**src/rtl/wallace_arbiter_if.sv**
```systemverilog
// rtl/wallace_arbiter_if.sv - requester, response and multiplier signals of the shared Wallace multiplier arbiter
interface wallace_arbiter_if;
  logic       req0_valid;
  logic [3:0] req0_A;
  logic [3:0] req0_B;
  logic       req0_ready;
  logic       req1_valid;
  logic [3:0] req1_A;
  logic [3:0] req1_B;
  logic       req1_ready;
  logic [3:0] mul_A;
  logic [3:0] mul_B;
  logic [7:0] mul_P;
  logic       rsp0_valid;
  logic [7:0] rsp0_P;
  logic       rsp0_ready;
  logic       rsp1_valid;
  logic [7:0] rsp1_P;
  logic       rsp1_ready;
  logic       busy;
  logic       grant_id;

  modport slave (
    input  req0_valid, req0_A, req0_B, req1_valid, req1_A, req1_B,
    input  mul_P, rsp0_ready, rsp1_ready,
    output req0_ready, req1_ready, mul_A, mul_B,
    output rsp0_valid, rsp0_P, rsp1_valid, rsp1_P, busy, grant_id
  );

  modport master (
    output req0_valid, req0_A, req0_B, req1_valid, req1_A, req1_B,
    output mul_P, rsp0_ready, rsp1_ready,
    input  req0_ready, req1_ready, mul_A, mul_B,
    input  rsp0_valid, rsp0_P, rsp1_valid, rsp1_P, busy, grant_id
  );
endinterface

```
**src/rtl/wallace_arbiter.sv**
```systemverilog
// rtl/wallace_arbiter.sv - two-requester arbiter in front of one combinational 4x4 Wallace multiplier
// Optional WALLACE_ARB_FIXED_PRIO_EN: requester 0 always wins ties instead of round-robin.
module wallace_arbiter #(
  parameter int MUL_LAT = 1
) (
  input logic              in_Clk,
  input logic              reset,
  wallace_arbiter_if.slave bus
);

  // Settle time is clamped to the 4-bit counter range; 0 behaves as 1.
  localparam int         LAT_I = (MUL_LAT < 1) ? 1 : ((MUL_LAT > 15) ? 15 : MUL_LAT);
  localparam logic [3:0] LAT   = LAT_I[3:0];

  typedef enum logic [1:0] {ST_IDLE, ST_WAIT, ST_RESP} state_t;

  state_t     r_state;
  logic [3:0] r_mul_a;
  logic [3:0] r_mul_b;
  logic [7:0] r_rsp0_p;
  logic [7:0] r_rsp1_p;
  logic       r_rsp0_valid;
  logic       r_rsp1_valid;
  logic       r_grant_id;
  logic       r_last_grant;
  logic [3:0] r_cnt;

  logic w_win_id;
  logic w_ready0;
  logic w_ready1;
  logic w_rsp_take;

  always_comb begin
    w_win_id = 1'b0;
    if (bus.req0_valid && bus.req1_valid) begin
`ifdef WALLACE_ARB_FIXED_PRIO_EN
      w_win_id = 1'b0;
`else
      w_win_id = ~r_last_grant;
`endif
    end else begin
      w_win_id = bus.req1_valid;
    end
  end

  assign w_ready0   = reset && (r_state == ST_IDLE) && bus.req0_valid && !w_win_id;
  assign w_ready1   = reset && (r_state == ST_IDLE) && bus.req1_valid && w_win_id;
  // Only the owning channel's ready can complete the response.
  assign w_rsp_take = r_grant_id ? bus.rsp1_ready : bus.rsp0_ready;

  always_ff @(posedge in_Clk) begin
    if (!reset) begin
      r_state      <= ST_IDLE;
      r_mul_a      <= 4'd0;
      r_mul_b      <= 4'd0;
      r_rsp0_p     <= 8'd0;
      r_rsp1_p     <= 8'd0;
      r_rsp0_valid <= 1'b0;
      r_rsp1_valid <= 1'b0;
      r_grant_id   <= 1'b0;
      r_last_grant <= 1'b1;
      r_cnt        <= 4'd0;
    end else begin
      case (r_state)
        ST_IDLE: begin
          if (w_ready0 || w_ready1) begin
            r_mul_a      <= w_ready1 ? bus.req1_A : bus.req0_A;
            r_mul_b      <= w_ready1 ? bus.req1_B : bus.req0_B;
            r_grant_id   <= w_ready1;
            r_last_grant <= w_ready1;
            r_cnt        <= LAT;
            r_state      <= ST_WAIT;
          end
        end
        ST_WAIT: begin
          if (r_cnt <= 4'd1) begin
            if (r_grant_id) begin
              r_rsp1_p     <= bus.mul_P;
              r_rsp1_valid <= 1'b1;
            end else begin
              r_rsp0_p     <= bus.mul_P;
              r_rsp0_valid <= 1'b1;
            end
            r_cnt   <= 4'd0;
            r_state <= ST_RESP;
          end else begin
            r_cnt <= r_cnt - 4'd1;
          end
        end
        ST_RESP: begin
          if (w_rsp_take) begin
            r_rsp0_valid <= 1'b0;
            r_rsp1_valid <= 1'b0;
            r_state      <= ST_IDLE;
          end
        end
        default: r_state <= ST_IDLE;
      endcase
    end
  end

  assign bus.req0_ready = w_ready0;
  assign bus.req1_ready = w_ready1;
  assign bus.mul_A      = r_mul_a;
  assign bus.mul_B      = r_mul_b;
  assign bus.rsp0_valid = r_rsp0_valid;
  assign bus.rsp0_P     = r_rsp0_p;
  assign bus.rsp1_valid = r_rsp1_valid;
  assign bus.rsp1_P     = r_rsp1_p;
  assign bus.busy       = (r_state != ST_IDLE);
  assign bus.grant_id   = r_grant_id;

endmodule

```
**src/flat_wrapper.sv**
```systemverilog
// flat-port wrapper written by rule: the top's interface ports become plain ports
module wallace_arbiter_flat 
#(
  parameter int MUL_LAT = 1
)
  (in_Clk, reset, bus_req0_valid, bus_req0_A, bus_req0_B, bus_req1_valid, bus_req1_A, bus_req1_B, bus_mul_P, bus_rsp0_ready, bus_rsp1_ready, bus_req0_ready, bus_req1_ready, bus_mul_A, bus_mul_B, bus_rsp0_valid, bus_rsp0_P, bus_rsp1_valid, bus_rsp1_P, bus_busy, bus_grant_id);
  wallace_arbiter_if bus_i ();
  input logic in_Clk;
  input logic reset;
  input wire logic [$bits(bus_i.req0_valid)-1:0] bus_req0_valid;
  input wire logic [$bits(bus_i.req0_A)-1:0] bus_req0_A;
  input wire logic [$bits(bus_i.req0_B)-1:0] bus_req0_B;
  input wire logic [$bits(bus_i.req1_valid)-1:0] bus_req1_valid;
  input wire logic [$bits(bus_i.req1_A)-1:0] bus_req1_A;
  input wire logic [$bits(bus_i.req1_B)-1:0] bus_req1_B;
  input wire logic [$bits(bus_i.mul_P)-1:0] bus_mul_P;
  input wire logic [$bits(bus_i.rsp0_ready)-1:0] bus_rsp0_ready;
  input wire logic [$bits(bus_i.rsp1_ready)-1:0] bus_rsp1_ready;
  output wire logic [$bits(bus_i.req0_ready)-1:0] bus_req0_ready;
  output wire logic [$bits(bus_i.req1_ready)-1:0] bus_req1_ready;
  output wire logic [$bits(bus_i.mul_A)-1:0] bus_mul_A;
  output wire logic [$bits(bus_i.mul_B)-1:0] bus_mul_B;
  output wire logic [$bits(bus_i.rsp0_valid)-1:0] bus_rsp0_valid;
  output wire logic [$bits(bus_i.rsp0_P)-1:0] bus_rsp0_P;
  output wire logic [$bits(bus_i.rsp1_valid)-1:0] bus_rsp1_valid;
  output wire logic [$bits(bus_i.rsp1_P)-1:0] bus_rsp1_P;
  output wire logic [$bits(bus_i.busy)-1:0] bus_busy;
  output wire logic [$bits(bus_i.grant_id)-1:0] bus_grant_id;
  assign bus_i.req0_valid = bus_req0_valid;
  assign bus_i.req0_A = bus_req0_A;
  assign bus_i.req0_B = bus_req0_B;
  assign bus_i.req1_valid = bus_req1_valid;
  assign bus_i.req1_A = bus_req1_A;
  assign bus_i.req1_B = bus_req1_B;
  assign bus_i.mul_P = bus_mul_P;
  assign bus_i.rsp0_ready = bus_rsp0_ready;
  assign bus_i.rsp1_ready = bus_rsp1_ready;
  assign bus_req0_ready = bus_i.req0_ready;
  assign bus_req1_ready = bus_i.req1_ready;
  assign bus_mul_A = bus_i.mul_A;
  assign bus_mul_B = bus_i.mul_B;
  assign bus_rsp0_valid = bus_i.rsp0_valid;
  assign bus_rsp0_P = bus_i.rsp0_P;
  assign bus_rsp1_valid = bus_i.rsp1_valid;
  assign bus_rsp1_P = bus_i.rsp1_P;
  assign bus_busy = bus_i.busy;
  assign bus_grant_id = bus_i.grant_id;
  wallace_arbiter #(.MUL_LAT(MUL_LAT)) u_core (.in_Clk(in_Clk), .reset(reset), .bus(bus_i));
endmodule
```
**config.mk**
```make
export PLATFORM = sky130hd
export DESIGN_NAME = wallace_arbiter_flat
export DESIGN_NICKNAME = d
export VERILOG_FILES = /design/src/rtl/wallace_arbiter_if.sv /design/src/rtl/wallace_arbiter.sv /design/src/flat_wrapper.sv
export SDC_FILE = /design/constraint.sdc
export NUM_CORES = 1
export LEC_CHECK = 0
export CORE_ASPECT_RATIO = 0.7
export CORE_MARGIN = 8
export CORE_UTILIZATION = 49
export CTS_BUF_LIST = sky130_fd_sc_hd__clkbuf_4 sky130_fd_sc_hd__clkbuf_8
export DETAILED_ROUTE_END_ITERATION = 10
export GPL_ROUTABILITY_DRIVEN = 0
export PLACE_DENSITY_LB_ADDON = 0.3
export SYNTH_ARGS = -nofsm -noshare
export SYNTH_HDL_FRONTEND = slang
export SYNTH_SLANG_ARGS = --single-unit
```
**constraint.sdc**
```tcl
create_clock -name in_Clk -period 3.14 [get_ports in_Clk]
set_clock_uncertainty 0.1 [all_clocks]
set_input_delay 0.785 -clock in_Clk [delete_from_list [all_inputs] [get_ports in_Clk]]
set_output_delay 0.785 -clock in_Clk [all_outputs]
set_load 0.02 [all_outputs]
```
==> impl_summary.md <==
Power and ir drop
The net switching share of the total power is 0.276. The share of total power dissipated in the clock network is 0.348. IR analysis of the VDD net gives a maximum drop of 348 µV.

The internal power is between 0.0008 and 0.0009 W. The part of the total power dissipated in combinational logic is 0.226. The register share of total power is 0.426.

The design draws 0.00113 W. Summed over all nets, the switching power comes to 0.000313 W. The power density over the cells is approximately 500 nW/µm². In this run the static leakage power is around 0.88 nW.

Routing
The first TritonRoute pass finished after 4 iterations. For this block, the initial DRC count from the detailed router was 78. After detailed routing, the number of vias per cell comes to ~5.6.

After detailed routing, the average wire length per cell comes to approximately 17 µm. The final antenna-violating net count is 0. The remaining routing DRC violations is 0.

The detailed-route via count is roughly 1500. The total routed wirelength is between 4 and 5 mm.

Global routing
The leftover overflow at the end of global routing is 0. The global-route wire length before repair is between 7 and 8 mm. The via count of the first global-routing pass is ~1600.

In the global route stage, overall resource usage came out at 0.175. The pin count of the biggest net entering global routing is 31. The number of antenna violations at the first check in global routing came to 0.

Setup path
In this run the critical register-to-register path is launched from u_core.r_state[0]. STA classifies the critical path endpoint as an output port. At the worst endpoint, the required time is 2250 ps.

At the worst endpoint, the arrival time is roughly 2100 ps. In this run the worst path has a maximum fanout of 2. STA classifies the critical path startpoint as an input port. Tracing the worst setup path back leads to its startpoint at reset.

The path type of the worst setup path is input port to output port.

Yosys
Counting flops with a built-in enable in the synthesized netlist gives 0. The count of different cell masters after synthesis is 39. After synthesis, the cell types taking the most area are dfxtp_1 43%, mux2i_1 11%, nand2_1 6.6%, a311oi_1 4.4%, a21oi_1 4.1%. The post-synthesis instance area is between 1500 and 2000 µm².

Of the post-synthesis cell area, the dominant cell type holds 0.430. For this run, the number of Yosys warnings is 0. The number of nets in the synthesized netlist is about 200.

After synthesis, the share of flip-flops with an asynchronous set or reset is 0. Counting flops and latches in the post-synthesis netlist gives 34. Synthesis produced a netlist whose cell count is 169. The share of the Yosys chip area taken by registers is 0.430. The average footprint of a synthesized cell is between 9 and 10 µm². Summed over all instances, the cell type with the most area after synthesis is dfxtp_1. The most common flop cell mapped by yosys is dfxtp_1.

Layout
The final non-filler cell total is around 270. The signed area change from the synthesized netlist to the final layout is 45.8%. The ratio of cells with drive above 1 in the final layout is 0.132. The library cell used most frequently in the layout, excluding fill and tap cells, is clkdlybuf4s50_1. The filler cell count in the final layout is 219. The final layout contains between 200 and 300 nets. Leaving out fill and tap cells, the most frequent cells in the layout are 57 x clkdlybuf4s50_1, 34 x dfxtp_1, 28 x nand2_1, 17 x mux2i_1, 13 x a21oi_1. 0 antenna diodes ended up in the layout.

CTS
The root buffer selected by CTS is clkbuf_8. The TritonCTS clock tree is done. The hold buffer count at cts is 0. The clock transition at the registers of the reported paths is around 70 ps.

The clock insertion delay at the later pin of the skew report is approximately 280 ps. The maximum number of buffers from clock root to sink is 2. The number of CTS-inserted buffers is 5.

For this design, the sink count on the clock tree is 34. CTS built an H-tree with a depth of 2.

STA
The post-layout minimum cycle time is 2970 ps. Setup violations remaining at the end of the flow were counted as 0. The number of failing hold endpoints at the final stage is 0. Setup repair after global routing left no endpoint under its margin. The minimum hold slack is roughly 360 ps. Once routing completed, OpenROAD measured the worst setup slack at around 170 ps.

The share of the cycle needed by the critical path after routing is 0.946. The highest clock frequency the design can meet is 337 MHz. The transition time of the tightest slew-check pin is roughly 640 ps. The worst slew margin relative to its limit is 0.575. The max-slew violation count is 0.

Floorplanning
The starting density of the core is 0.506. The core footprint is 3130 µm². The number of core rows is 17. The full die area is between 5000 and 6000 µm². The overall die width is between 80 and 90 µm. The die is about 64 µm tall. Pin placement for this block handled 60 I/O pins.

Placement
The half-perimeter wire length after detailed placement is ~3.5 mm. The count of port buffers added during placement is 59. OpenSTA, run right after detailed placement, puts the worst setup slack at -272 ps.

Including well taps, the total number of placed cells is approximately 260.

Min path
The type of the most critical hold path is flip-flop to flip-flop. The worst min-delay path startpoint is u_core.bus.rsp1_valid.

Outcome
The flow ran to the end, and the final reports show no timing, DRC or antenna violations.

Flow run
Max-cap violations in this run came to 0.
## area by class of cell
type	count	area (µm²)	area share
inverter	5	18.8	0.00813
sequential	34	681	0.295
clock inverter	3	40.0	0.0173
tap	38	47.5	0.0206
timing repair buffer	68	652	0.282
multi-input combinational	119	801	0.347
clock buffer	5	68.8	0.0298
## path summary, 6_finish.rpt
kind / to / slack [ps] / cells past startpoint
hold / removal: u_core.bus.rsp1_valid / 360 / 2
hold reg to reg: u_core.bus.rsp1_valid / 360 / 2
setup reg to reg: u_core.bus.mul_B[2] / 1050 / 4
setup / recovery: bus_req1_ready / 170 / 4
## cell usage after synthesis, drive strengths merged (2+ instances only)
cell     n
nand2b   2
nand2   28
nor4     2
or2      2
clkbuf   3
nand3    8
o211ai   2
mux2i   17
dfxtp   34
inv      5
or3b     2
nor2     3
o21ai   11
buf      7
o32ai    2
a21oi   13
ha       2
a311oi   8
## kinds of logic (layout without fill, tap and decap cells)
logic type	after synthesis	count (layout)	synth area share
muxes	17	17	0.108
AOI/OAI and AO/OA	45	45	0.191
DFF	34	34	0.430
buffers and inverters	16	81	0.0680
adders and majority gates	2	2	0.0158
and+or+nand+nor	55	55	0.187
## repair_timing
item,CTS,global route
resized for setup,2,2
buffers inserted,0,0
endpoints found under the setup margin,2,1
cloned,0,0
## state kept, by name (all words and copies together), names as in the netlist
name                   cells
u_core.bus.rsp0_P          8
u_core.bus.rsp1_P          8
u_core.bus.mul_A           4
u_core.bus.mul_B           4
u_core.r_cnt               4
u_core.r_state             2
u_core.bus.grant_id        1
u_core.bus.rsp0_valid      1
u_core.bus.rsp1_valid      1
u_core.r_last_grant        1
## worst max-delay path, stage by stage
cell	delay, ps
clkdlybuf4s50_1	480
or3b_2	460
nor2_1	160
clkbuf_2	200
## through the flow
step	TNS, ps	area, µm²	util
global placement	-323	2210	0.705
floorplan	0	1580	-
detailed placement	-357	2210	0.705
CTS	0	2310	0.739
finish	0	2310	0.738
global route	0	2310	0.738
## power by group through the flow
stage               clock (W)  combinational (W)  sequential, W
finish               0.000395           0.000256       0.000483
global route         0.000419           0.000273       0.000487
CTS                  0.000399           0.000256       0.000482
detailed placement          0           0.000256       0.000492
global placement            0           0.000246       0.000490
floorplan                   0           0.000113       0.000512
## per-layer routing
metal,global-route usage,share of wire,up-vias
met4,0.0708,0.012,0
met2,0.308,0.52,38
met5,0,0,-
met3,0.0449,0.044,7
li1,-,-,740
met1,0.195,0.43,738
Note: power is estimated with default switching activity, not from simulation.
